--- src/rtl/mem_arbiter_pkg.sv ---
// Shared types and constants for the two-port memory arbiter.
package mem_arbiter_pkg;

  typedef enum logic [2:0] {
    IDLE  = 3'd0,
    ISSUE = 3'd1,
    WAIT  = 3'd2,
    DATA  = 3'd3,
    RESP  = 3'd4
  } state_t;

  localparam logic PORT_I = 1'b0;
  localparam logic PORT_D = 1'b1;

  localparam int CNT_W = 4;

endpackage

--- src/rtl/mem_arbiter_if.sv ---
// CPU-side fetch/load-store ports plus the single-port RAM bus, bundled for the arbiter.
interface mem_arbiter_if #(
  parameter int ADDR_WIDTH = 8
);
  logic                  i_req;
  logic [31:0]           i_addr;
  logic [31:0]           i_rdata;
  logic                  i_done;
  logic                  d_req;
  logic [31:0]           d_addr;
  logic [31:0]           d_wdata;
  logic [3:0]            d_wmask;
  logic [31:0]           d_rdata;
  logic                  d_done;
  logic [ADDR_WIDTH-1:0] mem_addr;
  logic [31:0]           mem_wdata;
  logic [3:0]            mem_wmask;
  logic                  mem_rstrb;
  logic [31:0]           mem_rdata;
  logic                  busy;

  modport slave (
    input  i_req, i_addr, d_req, d_addr, d_wdata, d_wmask, mem_rdata,
    output i_rdata, i_done, d_rdata, d_done,
    output mem_addr, mem_wdata, mem_wmask, mem_rstrb, busy
  );

  modport master (
    output i_req, i_addr, d_req, d_addr, d_wdata, d_wmask, mem_rdata,
    input  i_rdata, i_done, d_rdata, d_done,
    input  mem_addr, mem_wdata, mem_wmask, mem_rstrb, busy
  );
endinterface

--- src/rtl/mem_arbiter_rr.sv ---
// Two-request round-robin picker: combinational grant, registered last-grant pointer.
// On a tie the port not granted last wins; the pointer moves only when upd_i is high.
module rr_arbiter2
  import mem_arbiter_pkg::*;
(
  input  logic       clk,
  input  logic       rst_n,
  input  logic [1:0] req_i,
  input  logic       upd_i,
  output logic       vld_o,
  output logic       port_o
);

  logic last_q, last_d;

  always_comb begin
    vld_o  = |req_i;
    port_o = (&req_i) ? ~last_q : req_i[PORT_D];
    last_d = upd_i ? port_o : last_q;
  end

  always_ff @(posedge clk or negedge rst_n) begin
    if (!rst_n) last_q <= PORT_I;
    else        last_q <= last_d;
  end

endmodule

--- src/rtl/mem_arbiter.sv ---
// Serialises fetch (I) and load/store (D) onto one synchronous RAM with round-robin fairness.
// Read: 3+WAIT_STATES cycles grant-to-done, write: 2+WAIT_STATES; a losing request simply stays pending.
module mem_arbiter
  import mem_arbiter_pkg::*;
#(
  parameter int ADDR_WIDTH  = 8,
  parameter int WAIT_STATES = 0
) (
  input  logic         clk,
  input  logic         rst_n,
  mem_arbiter_if.slave bus
);

  localparam logic [CNT_W-1:0] WS_LOAD =
    (WAIT_STATES > 0) ? CNT_W'(WAIT_STATES - 1) : '0;

  state_t                state_q, state_d;
  logic                  port_q, port_d;
  logic                  wr_q, wr_d;
  logic [CNT_W-1:0]      cnt_q, cnt_d;
  logic [ADDR_WIDTH-1:0] mem_addr_q, mem_addr_d;
  logic [31:0]           mem_wdata_q, mem_wdata_d;
  logic [3:0]            mem_wmask_q, mem_wmask_d;
  logic                  mem_rstrb_q, mem_rstrb_d;
  logic [31:0]           i_rdata_q, i_rdata_d;
  logic [31:0]           d_rdata_q, d_rdata_d;

  logic        gnt_vld, gnt_port, gnt_upd, gnt_wr;
  logic [31:0] sel_addr;
  logic        unused_addr_bits;

  rr_arbiter2 u_rr (
    .clk    (clk),
    .rst_n  (rst_n),
    .req_i  ({bus.d_req, bus.i_req}),
    .upd_i  (gnt_upd),
    .vld_o  (gnt_vld),
    .port_o (gnt_port)
  );

  assign sel_addr = (gnt_port == PORT_D) ? bus.d_addr : bus.i_addr;
  assign gnt_wr   = (gnt_port == PORT_D) && (bus.d_wmask != 4'b0000);
  // Byte offset and bits beyond the RAM depth are dropped, so addresses wrap.
  assign unused_addr_bits = ^{sel_addr[31:ADDR_WIDTH+2], sel_addr[1:0]};

  always_comb begin
    state_d     = state_q;
    port_d      = port_q;
    wr_d        = wr_q;
    cnt_d       = cnt_q;
    mem_addr_d  = mem_addr_q;
    mem_wdata_d = mem_wdata_q;
    mem_wmask_d = 4'b0000;
    mem_rstrb_d = 1'b0;
    i_rdata_d   = i_rdata_q;
    d_rdata_d   = d_rdata_q;
    gnt_upd     = 1'b0;

    case (state_q)
      IDLE: begin
        if (gnt_vld) begin
          gnt_upd    = 1'b1;
          port_d     = gnt_port;
          wr_d       = gnt_wr;
          mem_addr_d = sel_addr[ADDR_WIDTH+1:2];
          if (gnt_wr) begin
            mem_wmask_d = bus.d_wmask;
            mem_wdata_d = bus.d_wdata;
          end else begin
            mem_rstrb_d = 1'b1;
          end
          state_d = ISSUE;
        end
      end
      ISSUE: begin
        if (WAIT_STATES > 0) begin
          cnt_d   = WS_LOAD;
          state_d = WAIT;
        end else begin
          state_d = wr_q ? RESP : DATA;
        end
      end
      WAIT: begin
        if (cnt_q == '0) state_d = wr_q ? RESP : DATA;
        else             cnt_d   = cnt_q - 1'b1;
      end
      DATA: begin
        if (port_q == PORT_D) d_rdata_d = bus.mem_rdata;
        else                  i_rdata_d = bus.mem_rdata;
        state_d = RESP;
      end
      RESP:    state_d = IDLE;
      default: state_d = IDLE;
    endcase
  end

  always_ff @(posedge clk or negedge rst_n) begin
    if (!rst_n) begin
      state_q     <= IDLE;
      port_q      <= PORT_I;
      wr_q        <= 1'b0;
      cnt_q       <= '0;
      mem_addr_q  <= '0;
      mem_wdata_q <= '0;
      mem_wmask_q <= '0;
      mem_rstrb_q <= 1'b0;
      i_rdata_q   <= '0;
      d_rdata_q   <= '0;
    end else begin
      state_q     <= state_d;
      port_q      <= port_d;
      wr_q        <= wr_d;
      cnt_q       <= cnt_d;
      mem_addr_q  <= mem_addr_d;
      mem_wdata_q <= mem_wdata_d;
      mem_wmask_q <= mem_wmask_d;
      mem_rstrb_q <= mem_rstrb_d;
      i_rdata_q   <= i_rdata_d;
      d_rdata_q   <= d_rdata_d;
    end
  end

  assign bus.mem_addr  = mem_addr_q;
  assign bus.mem_wdata = mem_wdata_q;
  assign bus.mem_wmask = mem_wmask_q;
  assign bus.mem_rstrb = mem_rstrb_q;
  assign bus.i_rdata   = i_rdata_q;
  assign bus.d_rdata   = d_rdata_q;
  assign bus.i_done    = (state_q == RESP) && (port_q == PORT_I);
  assign bus.d_done    = (state_q == RESP) && (port_q == PORT_D);
  assign bus.busy      = (state_q != IDLE);

endmodule

--- src/flat_wrapper.sv ---
// flat-port wrapper written by rule: the top's interface ports become plain ports
module mem_arbiter_flat import mem_arbiter_pkg::*;
#(
  parameter int ADDR_WIDTH  = 8,
  parameter int WAIT_STATES = 0
)
  (clk, rst_n, bus_i_req, bus_i_addr, bus_d_req, bus_d_addr, bus_d_wdata, bus_d_wmask, bus_mem_rdata, bus_i_rdata, bus_i_done, bus_d_rdata, bus_d_done, bus_mem_addr, bus_mem_wdata, bus_mem_wmask, bus_mem_rstrb, bus_busy);
  mem_arbiter_if #(.ADDR_WIDTH(ADDR_WIDTH)) bus_i ();
  input  logic clk;
  input  logic rst_n;
  input wire logic [$bits(bus_i.i_req)-1:0] bus_i_req;
  input wire logic [$bits(bus_i.i_addr)-1:0] bus_i_addr;
  input wire logic [$bits(bus_i.d_req)-1:0] bus_d_req;
  input wire logic [$bits(bus_i.d_addr)-1:0] bus_d_addr;
  input wire logic [$bits(bus_i.d_wdata)-1:0] bus_d_wdata;
  input wire logic [$bits(bus_i.d_wmask)-1:0] bus_d_wmask;
  input wire logic [$bits(bus_i.mem_rdata)-1:0] bus_mem_rdata;
  output wire logic [$bits(bus_i.i_rdata)-1:0] bus_i_rdata;
  output wire logic [$bits(bus_i.i_done)-1:0] bus_i_done;
  output wire logic [$bits(bus_i.d_rdata)-1:0] bus_d_rdata;
  output wire logic [$bits(bus_i.d_done)-1:0] bus_d_done;
  output wire logic [$bits(bus_i.mem_addr)-1:0] bus_mem_addr;
  output wire logic [$bits(bus_i.mem_wdata)-1:0] bus_mem_wdata;
  output wire logic [$bits(bus_i.mem_wmask)-1:0] bus_mem_wmask;
  output wire logic [$bits(bus_i.mem_rstrb)-1:0] bus_mem_rstrb;
  output wire logic [$bits(bus_i.busy)-1:0] bus_busy;
  assign bus_i.i_req = bus_i_req;
  assign bus_i.i_addr = bus_i_addr;
  assign bus_i.d_req = bus_d_req;
  assign bus_i.d_addr = bus_d_addr;
  assign bus_i.d_wdata = bus_d_wdata;
  assign bus_i.d_wmask = bus_d_wmask;
  assign bus_i.mem_rdata = bus_mem_rdata;
  assign bus_i_rdata = bus_i.i_rdata;
  assign bus_i_done = bus_i.i_done;
  assign bus_d_rdata = bus_i.d_rdata;
  assign bus_d_done = bus_i.d_done;
  assign bus_mem_addr = bus_i.mem_addr;
  assign bus_mem_wdata = bus_i.mem_wdata;
  assign bus_mem_wmask = bus_i.mem_wmask;
  assign bus_mem_rstrb = bus_i.mem_rstrb;
  assign bus_busy = bus_i.busy;
  mem_arbiter #(.ADDR_WIDTH(ADDR_WIDTH), .WAIT_STATES(WAIT_STATES)) u_core (.clk(clk), .rst_n(rst_n), .bus(bus_i));
endmodule
--- config.mk ---
export PLATFORM = sky130hd
export DESIGN_NAME = mem_arbiter_flat
export DESIGN_NICKNAME = d
export VERILOG_FILES = /design/src/rtl/mem_arbiter_pkg.sv /design/src/rtl/mem_arbiter_if.sv /design/src/rtl/mem_arbiter_rr.sv /design/src/rtl/mem_arbiter.sv /design/src/flat_wrapper.sv
export SDC_FILE = /design/constraint.sdc
export NUM_CORES = 1
export LEC_CHECK = 0
export CAP_MARGIN = 20
export CORE_ASPECT_RATIO = 0.6
export CORE_MARGIN = 3
export CORE_UTILIZATION = 43
export DETAILED_ROUTE_END_ITERATION = 12
export PLACE_DENSITY = 0.9
export SYNTH_ARGS = -nofsm -noshare
export SYNTH_HDL_FRONTEND = slang
export SYNTH_SLANG_ARGS = --single-unit
--- constraint.sdc ---
create_clock -name clk -period 4.66 [get_ports clk]
set_input_delay 0.466 -clock clk [delete_from_list [all_inputs] [get_ports clk]]
set_output_delay 0.466 -clock clk [all_outputs]
set_load 0.01 [all_outputs]
==> results of run 1 <==
## layout by cell type (no fill, tap or decap), types with 4 or more instances in the layout
| cell type | netlist | routed |
|---|---|---|
| and3_1 | 4 | 4 |
| buf_4 | 1 | 4 |
| clkbuf_16 | 0 | 17 |
| clkdlybuf4s50_1 | 0 | 198 |
| clkinvlp_4 | 0 | 6 |
| dfrtp_1 | 118 | 118 |
| inv_1 | 4 | 4 |
| mux2_2 | 82 | 82 |
| mux2_4 | 29 | 29 |
| nand2_1 | 4 | 4 |
## kinds of logic (layout without fill, tap and decap cells)
family / count (synthesis) / after routing / share of synthesized area
muxes: 114 / 114 / 0.293
adders and majority gates: 1 / 1 / 0.00264
buffers and inverters: 19 / 239 / 0.0232
AOI/OAI and AO/OA: 13 / 13 / 0.0206
and+or+nand+nor: 21 / 21 / 0.0343
xor gates and xnor gates: 2 / 2 / 0.00369
DFF: 118 / 118 / 0.622
## critical path, delay by kind of cell
family	cells	cell delay (ns)
AO/OA/AOI/OAI	1	0.64
buffers and inverters	1	0.52
multiplexers	1	0.50
AND/OR/NAND/NOR	1	0.67
## state kept, by name, summed over array words and instances (netlist names)
name,count
u_core.bus.mem_wmask,4
u_core.cnt_q,4
u_core.bus.d_rdata,32
u_core.state_q,3
u_core.bus.i_rdata,32
u_core.bus.mem_wdata,32
u_core.bus.mem_addr,8
u_core.wr_q,1
u_core.bus.mem_rstrb,1
u_core.port_q,1
## through the flow
| stage | cells | worst slack, ns | utilization | instance area, um^2 | total power, mW |
|---|---|---|---|---|---|
| after detailed placement | 615 | 1.69 | 0.642 | 6850 | 4.10 |
| after CTS | 647 | 2.12 | 0.699 | 7460 | 5.48 |
| after floorplan | 288 | 2.92 | - | 4740 | 2.84 |
| final | 647 | 2.12 | 0.699 | 7460 | 5.40 |
| after global placement | 615 | 1.78 | 0.642 | 6850 | 4.01 |
| after global routing | 647 | 1.97 | 0.699 | 7460 | 5.68 |
## power by group
group          switching, mW  internal, mW
combinational          0.789          1.44
clock                  0.478         0.860
sequential             0.310          1.52
## per-layer routing
layer  wire (um)  track usage  up-vias
met3         755       0.0576        8
li1            -            -     1449
met5           0            0        -
met1        4770        0.233     1562
met4          91       0.0601        0
met2        5750        0.316      102
## area by class of cell
| class | count | share of cell area |
|---|---|---|
| clock buffers | 18 | 0.0589 |
| clock inverters | 14 | 0.0235 |
| repair buffers | 202 | 0.270 |
| multi-input cells | 151 | 0.226 |
| inverters | 5 | 0.00252 |
| well taps | 139 | 0.0233 |
| flip-flops and latches | 118 | 0.396 |
## worst min-delay path by stage
stage | start | to | slack [ns] | cells past startpoint
2_1_floorplan | rst_n | u_core.bus.d_rdata[0]$_DFFE_PN0P_ | 0.17 | 0
3_3_place_gp | u_core.bus.i_rdata[20]$_DFFE_PN0P_ | u_core.bus.i_rdata[20]$_DFFE_PN0P_ | 0.47 | 1
3_5_place_dp | u_core.bus.i_rdata[19]$_DFFE_PN0P_ | u_core.bus.i_rdata[19]$_DFFE_PN0P_ | 0.48 | 1
4_1_cts | rst_n | u_core.bus.i_rdata[20]$_DFFE_PN0P_ | 0.23 | 1
5_1_grt | rst_n | u_core.bus.i_rdata[20]$_DFFE_PN0P_ | 0.25 | 1
6_report | rst_n | u_core.bus.i_rdata[20]$_DFFE_PN0P_ | 0.16 | 1
==> summary.md, run 1 <==
| Metric | Value |
|---|---|
| Slew @ Worst Pin | around 1.0 ns |
| CP endpoint | u_core.bus.mem_wdata[15]$_DFFE_PN0P_ |
| Fin. Hold Viols | 0 |
| Die H | ~87 um |
| Post-route minimum period | 2.54 ns |
| DRT iter0 DRCs | 113 |
| Number of fill cells | roughly 730 |
| Setup-failing EPs final | 0 |
| PwrDens | 724 mW/mm^2 |
| Reg2reg start | u_core.state_q[2]$_DFFE_PN0P_ |
| Setup tns final | 0 ns |
| DRT Wirelength | 11400 um |
| GRT overflow | 0 |
| Layout cells sized above 1 | 0.303 |
| Top area cells in the synthesized netlist | dfrtp_1 62%, mux2_2 19%, mux2_4 9.2%, buf_2 0.95%, buf_6 0.71% |
| Slowest Stage Delay on Critical Path | ~0.67 ns |
| Critical Path Sink Type | flip-flop |
| Via count | 3121 |
| Starting Density | 0.445 |
| Reg-to-Reg End | u_core.bus.d_rdata[29]$_DFFE_PN0P_ |
| Run status | complete, no violations |
| # resized after CTS | 0 |
| First-pass GRT wire length | 18000 um |
| Slowest CP cell | nand3_4 |
| CORE AREA | about 0.011 mm^2 |
| Yosys top cell by area | dfrtp_1 |
| Clock Sinks | approximately 120 |
| Crit path DAT | 2.81 ns |
| Area of the multi-input gates | 0.00169 mm^2 |
| Vias in the first global route | 3470 |
| Post-Synthesis Net Count | ~430 |
| Pin count of the biggest net entering global routing | 77 |
| Static leakage | 3.19 nW |
| Post-CTS Setup Bufs | 0 |
| Post-Synthesis Cells | 288 |
| Critical path data required time | about 4.9 ns |
| Post-synth top area share | 0.622 |
| Syn Area/Cell | 16.5 um^2 |
| Ys async rst share | 1.00 |
| Port bufs | 199 |
| Nets@finish | 632 |
| Final GP Congestion | 0.757 |
| Vias per cell | 4.82 |
| Final ANT Viol Nets | 0 |
| Sequential area share after synthesis | 0.622 |
| Synth Warn # | 0 |
| Die area | 0.0124 mm^2 |
| Startpoint types | input pin |
| Fin crit share | 0.545 |
| FF+latch count, synth | 118 |
| Initial DRT Pass Iterations | 4 |
| Antenna cells | 0 |
| Netlist cell types | 36 |
| Row cnt | 29 |
| TritonCTS clock tree | built |
| Max cap viols | 0 |
| Ys flop type | dfrtp_1 |
| CTS Buffer Depth | 2 |
| First element of the critical path | bus_d_req |
| DRC errors left | 0 |
| Worst skew pair latency | 0.39 ns |
| FMAX | 394 MHz |
| Max FO, Critical Path | 33 |
| GRT Total Usage | 0.188 |
| Top-count cell post-synth | dfrtp_1 |
| Root Buffer | clkbuf_16 |
| Worst Hold Class | in -> async |
| Synthesized area | 0.00474 mm^2 |
| Fin. max-slew vios | 0 |
| Routed WL per cell | 17.6 um |
| Peak supply drop | 412 uV |
| Path depth of the worst reg2reg path | 3 |
| Max Clock Skew | approximately 0.0066 ns |
| Hold-fix buffers at CTS | 0 |
| CTS H-tree depth | 4 |
| Final HPWL from detailed placement | 8220 um |
| Initial antenna violation count | 0 |
| P&R area growth vs syn | 57.2% |
| Slew headroom | 0.314 |
| Register area | between 0.002 and 0.003 mm^2 |
| Crit-path cells | clkdlybuf4s50_1 > a21boi_2 > nand3_4 > mux2_4 |
| Unrepaired setup endpoints after global routing | no |
| Hold WS | 0.162 ns |
| Horiz. Die Dim | 142 um |
| Commonest cells in the netlist | 118 x dfrtp_1, 82 x mux2_2, 29 x mux2_4 |
| Post-synth EDFFs | 0 |
| Cts bufs inserted | 17 |
| Critical path class | in -> reg |
| Reg2Reg Setup Slack | 2.23 ns |
| CTS clock-pin slew for the worst setup and hold paths | approximately 0.060 ns |
| I/O pin count | 248 |
No activity file was read; power rests on OpenSTA's default activity.
==> run 2, diff against run 1 <==
--- a/config.mk
+++ b/config.mk
@@ -8,9 +8,9 @@
 export CAP_MARGIN = 20
 export CORE_ASPECT_RATIO = 0.6
 export CORE_MARGIN = 3
-export CORE_UTILIZATION = 43
+export CORE_UTILIZATION = 40
 export DETAILED_ROUTE_END_ITERATION = 12
-export PLACE_DENSITY = 0.9
+export PLACE_DENSITY = 0.85
 export SYNTH_ARGS = -nofsm -noshare
 export SYNTH_HDL_FRONTEND = slang
 export SYNTH_SLANG_ARGS = --single-unit
==> constraint.sdc (replaced) <==
create_clock -name clk -period 2.65 [get_ports clk]
set_input_delay 0.265 -clock clk [delete_from_list [all_inputs] [get_ports clk]]
set_output_delay 0.265 -clock clk [all_outputs]
set_load 0.01 [all_outputs]
==> summary.md, run 2 (synthesis gave the netlist of run 1 again) <==
| Metric | Value |
|---|---|
| DRC errors left | 0 |
| First-pass GRT wire length | 19100 um |
| Pin count of the biggest net entering global routing | 54 |
| CTS H-tree depth | 4 |
| Starting Density | 0.414 |
| Most frequent cells in the layout | 198 x clkdlybuf4s50_1, 118 x dfrtp_1, 82 x mux2_2, 29 x mux2_4, 17 x clkbuf_16 |
| Critical path class | reg -> out |
| Number of fill cells | between 800 and 900 |
| Path depth of the worst reg2reg path | 4 |
| Unrepaired setup endpoints after global routing | no |
| GRT Total Usage | 0.181 |
| Initial DRT Pass Iterations | 4 |
| Antenna cells | 0 |
| Net switching power | between 2 and 3 mW |
| CTS clock-pin slew for the worst setup and hold paths | around 0.050 ns |
| Max FO, Critical Path | 12 |
| Fin crit share | 0.835 |
| Final GP Congestion | 0.783 |
| Critical path data required time | 2.38 ns |
| Max cap viols | 0 |
| Cell internal pwr | 6.72 mW |
| DRT iter0 DRCs | 102 |
| DRT Wirelength | 11600 um |
| Horiz. Die Dim | around 150 um |
| Fin. Hold Viols | 0 |
| P&R area growth vs syn | 58.3% |
| FMAX | 452 MHz |
| Commonest non-fill, non-tap cell in the layout | clkdlybuf4s50_1 |
| Run status | complete, no violations |
| Final Util | 0.656 |
| # resized after CTS | 0 |
| GRT overflow | 0 |
| Clock Sinks | between 100 and 150 |
| Slew @ Worst Pin | between 0.6 and 0.7 ns |
| Max Clock Skew | roughly 0.0077 ns |
| Cts bufs inserted | 17 |
| Reg2Reg Setup Slack | 0.66 ns |
| CORE AREA | 0.0114 mm^2 |
| Power share of the combinational group | 0.422 |
| Crit path DAT | 1.95 ns |
| Root Buffer | clkbuf_16 |
| Vias in the first global route | 3594 |
| Final ANT Viol Nets | 0 |
| Layout cells sized above 1 | 0.299 |
| Routed WL per cell | 17.3 um |
| Nets@finish | around 640 |
| TritonCTS clock tree | built |
| Post-route minimum period | 2.21 ns |
| Worst skew pair latency | 0.39 ns |
| Sw frac | 0.285 |
| Initial antenna violation count | 0 |
| Row cnt | 30 |
| Via count | between 3000 and 4000 |
| Worst Hold Class | in -> async |
| I/O pin count | 248 |
| CTS Buffer Depth | 2 |
| PwrDens | 1250 mW/mm^2 |
| Static leakage | 3.23 nW |
| Reg2reg start | u_core.state_q[1]$_DFFE_PN0P_ |
| Die area | 0.0132 mm^2 |
| Sequential Power Share | 0.343 |
| Startpoint types | flip-flop |
| Port bufs | 199 |
| Final HPWL from detailed placement | roughly 8500 um |
| Setup tns final | 0 ns |
| Reg-to-Reg End | u_core.bus.mem_wdata[15]$_DFFE_PN0P_ |
| Slew headroom | 0.564 |
| Peak supply drop | 612 uV |
| Critical Path Sink Type | primary output |
| Power Total | 9.40 mW |
| Setup-failing EPs final | 0 |
| Fin. max-slew vios | 0 |
| Vias per cell | 4.80 |
| Die H | between 90 and 100 um |
| Clock power frac | 0.235 |
==> run 2: final cells by class <==
type	instances	area (um^2)	share of cell area
Multi-Input combinational cell	151	1690	0.225
Tap cell	160	200	0.0267
Clock inverter	4	70.1	0.00933
Timing Repair Buffer	207	2080	0.277
Inverter	5	18.8	0.00250
Sequential cell	118	2950	0.393
Clock buffer	24	502	0.0668
==> run 2: per-stage QoR <==
stage	hold WS, ns	cell area, um^2	std cells	setup WS [ns]
floorplan	-0.0306	4740	288	0.932
CTS	0.461	7510	669	0.405
detailed placement	0.338	6930	640	0.393
global route	0.462	7510	669	0.333
finish	0.437	7510	669	0.438
global placement	0.325	6930	640	0.438
==> run 2: power by group through the flow <==
| stage | clock network, mW | logic [mW] | registers (mW) |
|---|---|---|---|
| 3_5_place_dp | 0 | 4.01 | 3.23 |
| 5_1_grt | 2.34 | 4.20 | 3.35 |
| 3_3_place_gp | 0 | 3.90 | 3.18 |
| 2_1_floorplan | 0 | 1.48 | 3.51 |
| 6_report | 2.20 | 3.97 | 3.23 |
| 4_1_cts | 2.26 | 4.03 | 3.23 |
==> run 2: worst max path at each step <==
stage | endpoint | cells after the start | startpoint
after global placement | u_core.bus.mem_wdata[19]$_DFFE_PN0P_ | 5 | bus_d_wmask[1]
after CTS | bus_i_done | 2 | u_core.state_q[1]$_DFFE_PN0P_
after floorplan | u_core.bus.mem_addr[3]$_DFFE_PN0P_ | 5 | u_core.port_q$_DFFE_PN0P_
final | bus_i_done | 2 | u_core.state_q[1]$_DFFE_PN0P_
after detailed placement | u_core.bus.mem_wdata[3]$_DFFE_PN0P_ | 5 | bus_d_wmask[1]
after global routing | bus_i_done | 2 | u_core.state_q[1]$_DFFE_PN0P_
==> run 2: critical path, stage by stage, from the launching register on <==
cell and delay [ns]:
dfrtp_1 0.51, nor4b_1 0.40, clkdlybuf4s50_1 0.64
==> run 2: repair_timing <==
item	in CTS	in global routing
endpoints found under the hold margin	48	0
buffers inserted	0	0
hold buffers	1	0
==> run 2: per-layer routing <==
layer  global-route usage  wire length, um  share of wire
met3               0.0858              996          0.086
met2                0.290             5590           0.48
met4               0.0407               75         0.0065
met5                    0                0              0
met1                0.224             4950           0.43
==> run 3, diff against run 2 <==
==> constraint.sdc (replaced) <==
create_clock -name clk -period 2.31 [get_ports clk]
set_input_delay 0.231 -clock clk [delete_from_list [all_inputs] [get_ports clk]]
set_output_delay 0.231 -clock clk [all_outputs]
set_load 0.01 [all_outputs]
==> summary.md, run 3 (synthesis gave the netlist of run 1 again) <==
| Metric | Value |
|---|---|
| Run status | complete, no violations |
| Slew @ Worst Pin | 0.538 ns |
| Initial antenna violation count | 0 |
| Fin crit share | 0.935 |
| Final GP Congestion | 0.792 |
| Register area | 0.00295 mm^2 |
| Port bufs | 199 |
| PwrDens | 1420 mW/mm^2 |
| Reg-to-Reg End | u_core.bus.mem_wdata[26]$_DFFE_PN0P_ |
| TritonCTS clock tree | built |
| I/O pin count | 248 |
| Layout cells sized above 1 | 0.304 |
| Fin. max-slew vios | 0 |
| DRT Wirelength | approximately 11000 um |
| Final ANT Viol Nets | 0 |
| Critical Path Sink Type | primary output |
| Max Clock Skew | 0.00842 ns |
| Slew headroom | 0.641 |
| Worst Hold Class | in -> async |
| Static leakage | 3.24 nW |
| Final HPWL from detailed placement | between 8000 and 9000 um |
| Worst skew pair latency | roughly 0.40 ns |
| Setup tns final | 0 ns |
| Cts bufs inserted | 17 |
| Nets@finish | 638 |
| Commonest non-fill, non-tap cell in the layout | clkdlybuf4s50_1 |
| Die H | 90.4 um |
| DRT iter0 DRCs | ~100 |
| Row cnt | 30 |
| Fin. Hold Viols | 0 |
| Clock Sinks | 118 |
| P&R area growth vs syn | 58.6% |
| Routed WL per cell | 16.8 um |
| Peak supply drop | 700 uV |
| Reg2reg start | u_core.state_q[0]$_DFFE_PN0P_ |
| Area of the multi-input gates | 0.00169 mm^2 |
| CORE AREA | 0.0114 mm^2 |
| Placed cell area | roughly 0.007 mm^2 |
| Antenna cells | 0 |
| Finished Cell Area | 0.00753 mm^2 |
| Via count | 3114 |
| GRT Total Usage | 0.175 |
| Post-CTS Setup Bufs | 0 |
| Critical path class | reg -> out |
| CTS clock-pin slew for the worst setup and hold paths | about 0.05 ns |
| Root Buffer | clkbuf_16 |
| Max cap viols | 0 |
| Crit path DAT | 1.93 ns |
| Reg2Reg Setup Slack | 0.37 ns |
| Vias in the first global route | 3463 |
| Horiz. Die Dim | 147 um |
| FMAX | 463 MHz |
| Critical path data required time | around 2.1 ns |
| Number of fill cells | 806 |
| Max FO, Critical Path | 10 |
| Startpoint types | flip-flop |
| Starting Density | 0.414 |
| CTS H-tree depth | 4 |
| Vias per cell | between 4 and 5 |
| Unrepaired setup endpoints after global routing | no |
| GRT overflow | 0 |
| Initial DRT Pass Iterations | 4 |
| Setup-failing EPs final | 0 |
| Most frequent cells in the layout | 198 x clkdlybuf4s50_1, 117 x dfrtp_1, 82 x mux2_2, 29 x mux2_4, 17 x clkbuf_16 |
| Path depth of the worst reg2reg path | 4 |
| Die area | 0.0132 mm^2 |
| First-pass GRT wire length | 18500 um |
| Pin count of the biggest net entering global routing | between 50 and 60 |
| Post-route minimum period | ~2.2 ns |
| DRC errors left | 0 |
| CTS Buffer Depth | 2 |
-- run 3: cell count changes in the layout (fill, tap and decap cells not counted) --
cell / before / now
clkbuf_1: 2 / 1
buf_4: 6 / 5
bufinv_16: 2 / 1
clkbuf_8: 5 / 6
dfrtp_1: 118 / 117
clkinv_2: 2 / 3
buf_12: 2 / 4
dfrtp_2: 0 / 1
-- run 3: routing by layer --
metal / global-route usage / wire length (um) / vias up
li1: - / - / 1455
met1: 0.228 / 5010 / 1529
met2: 0.267 / 5160 / 116
met3: 0.0762 / 958 / 14
met4: 0.0501 / 92 / 0
met5: 0 / 0 / -
-- run 3: worst max-delay path by stage --
stage	startpoint	to	cells past startpoint
5_1_grt	u_core.state_q[1]$_DFFE_PN0P_	bus_busy	3
2_1_floorplan	u_core.port_q$_DFFE_PN0P_	u_core.bus.mem_addr[3]$_DFFE_PN0P_	5
3_5_place_dp	bus_d_wmask[1]	u_core.bus.mem_wdata[21]$_DFFE_PN0P_	5
3_3_place_gp	bus_d_wmask[1]	u_core.bus.mem_wdata[19]$_DFFE_PN0P_	5
6_report	u_core.state_q[0]$_DFFE_PN0P_	bus_busy	3
4_1_cts	u_core.state_q[2]$_DFFE_PN0P_	bus_d_done	2
-- run 3: through the flow --
| stage | cells | setup WS [ns] | utilization | power (mW) | hold WS [ns] |
|---|---|---|---|---|---|
| 6_report | 670 | 0.151 | 0.657 | 10.7 | 0.363 |
| 5_1_grt | 670 | 0.0425 | 0.657 | 11.3 | 0.396 |
| 4_1_cts | 670 | 0.115 | 0.657 | 10.8 | 0.372 |
| 3_5_place_dp | 641 | 0.173 | 0.608 | 8.30 | 0.240 |
| 3_3_place_gp | 641 | 0.182 | 0.608 | 8.15 | 0.235 |
| 2_1_floorplan | 288 | 0.592 | - | 5.72 | -0.0646 |
-- run 3: area by class of cell --
type,instances,share of cell area
clock buffer,24,0.0680
timing repair buffer,208,0.280
inverter,5,0.00249
clock inverter,4,0.00598
sequential,118,0.392
tap,160,0.0266
multi-input combinational,151,0.224
-- run 3: power breakdown --
part / switching [mW] / internal [mW] / total (mW) / leakage (nW)
combinational: 1.59 / 2.95 / 4.54 / 1.55
sequential: 0.622 / 3.08 / 3.70 / 1.40
clock: 0.824 / 1.62 / 2.44 / 0.280
total: 3.03 / 7.65 / 10.7 / 3.24
-- run 3: critical path, cell delays in order, from the launching register on --
cell and delay (ns):
dfrtp_1 0.50, nor3_4 0.42, inv_2 0.11, clkdlybuf4s50_1 0.51
-- run 3: timing repair --
item                       in CTS  in global routing
hold endpoints to repair       38                  0
setup endpoints to repair       0                  1
hold buffers                    1                  0
resized for setup               0                  1
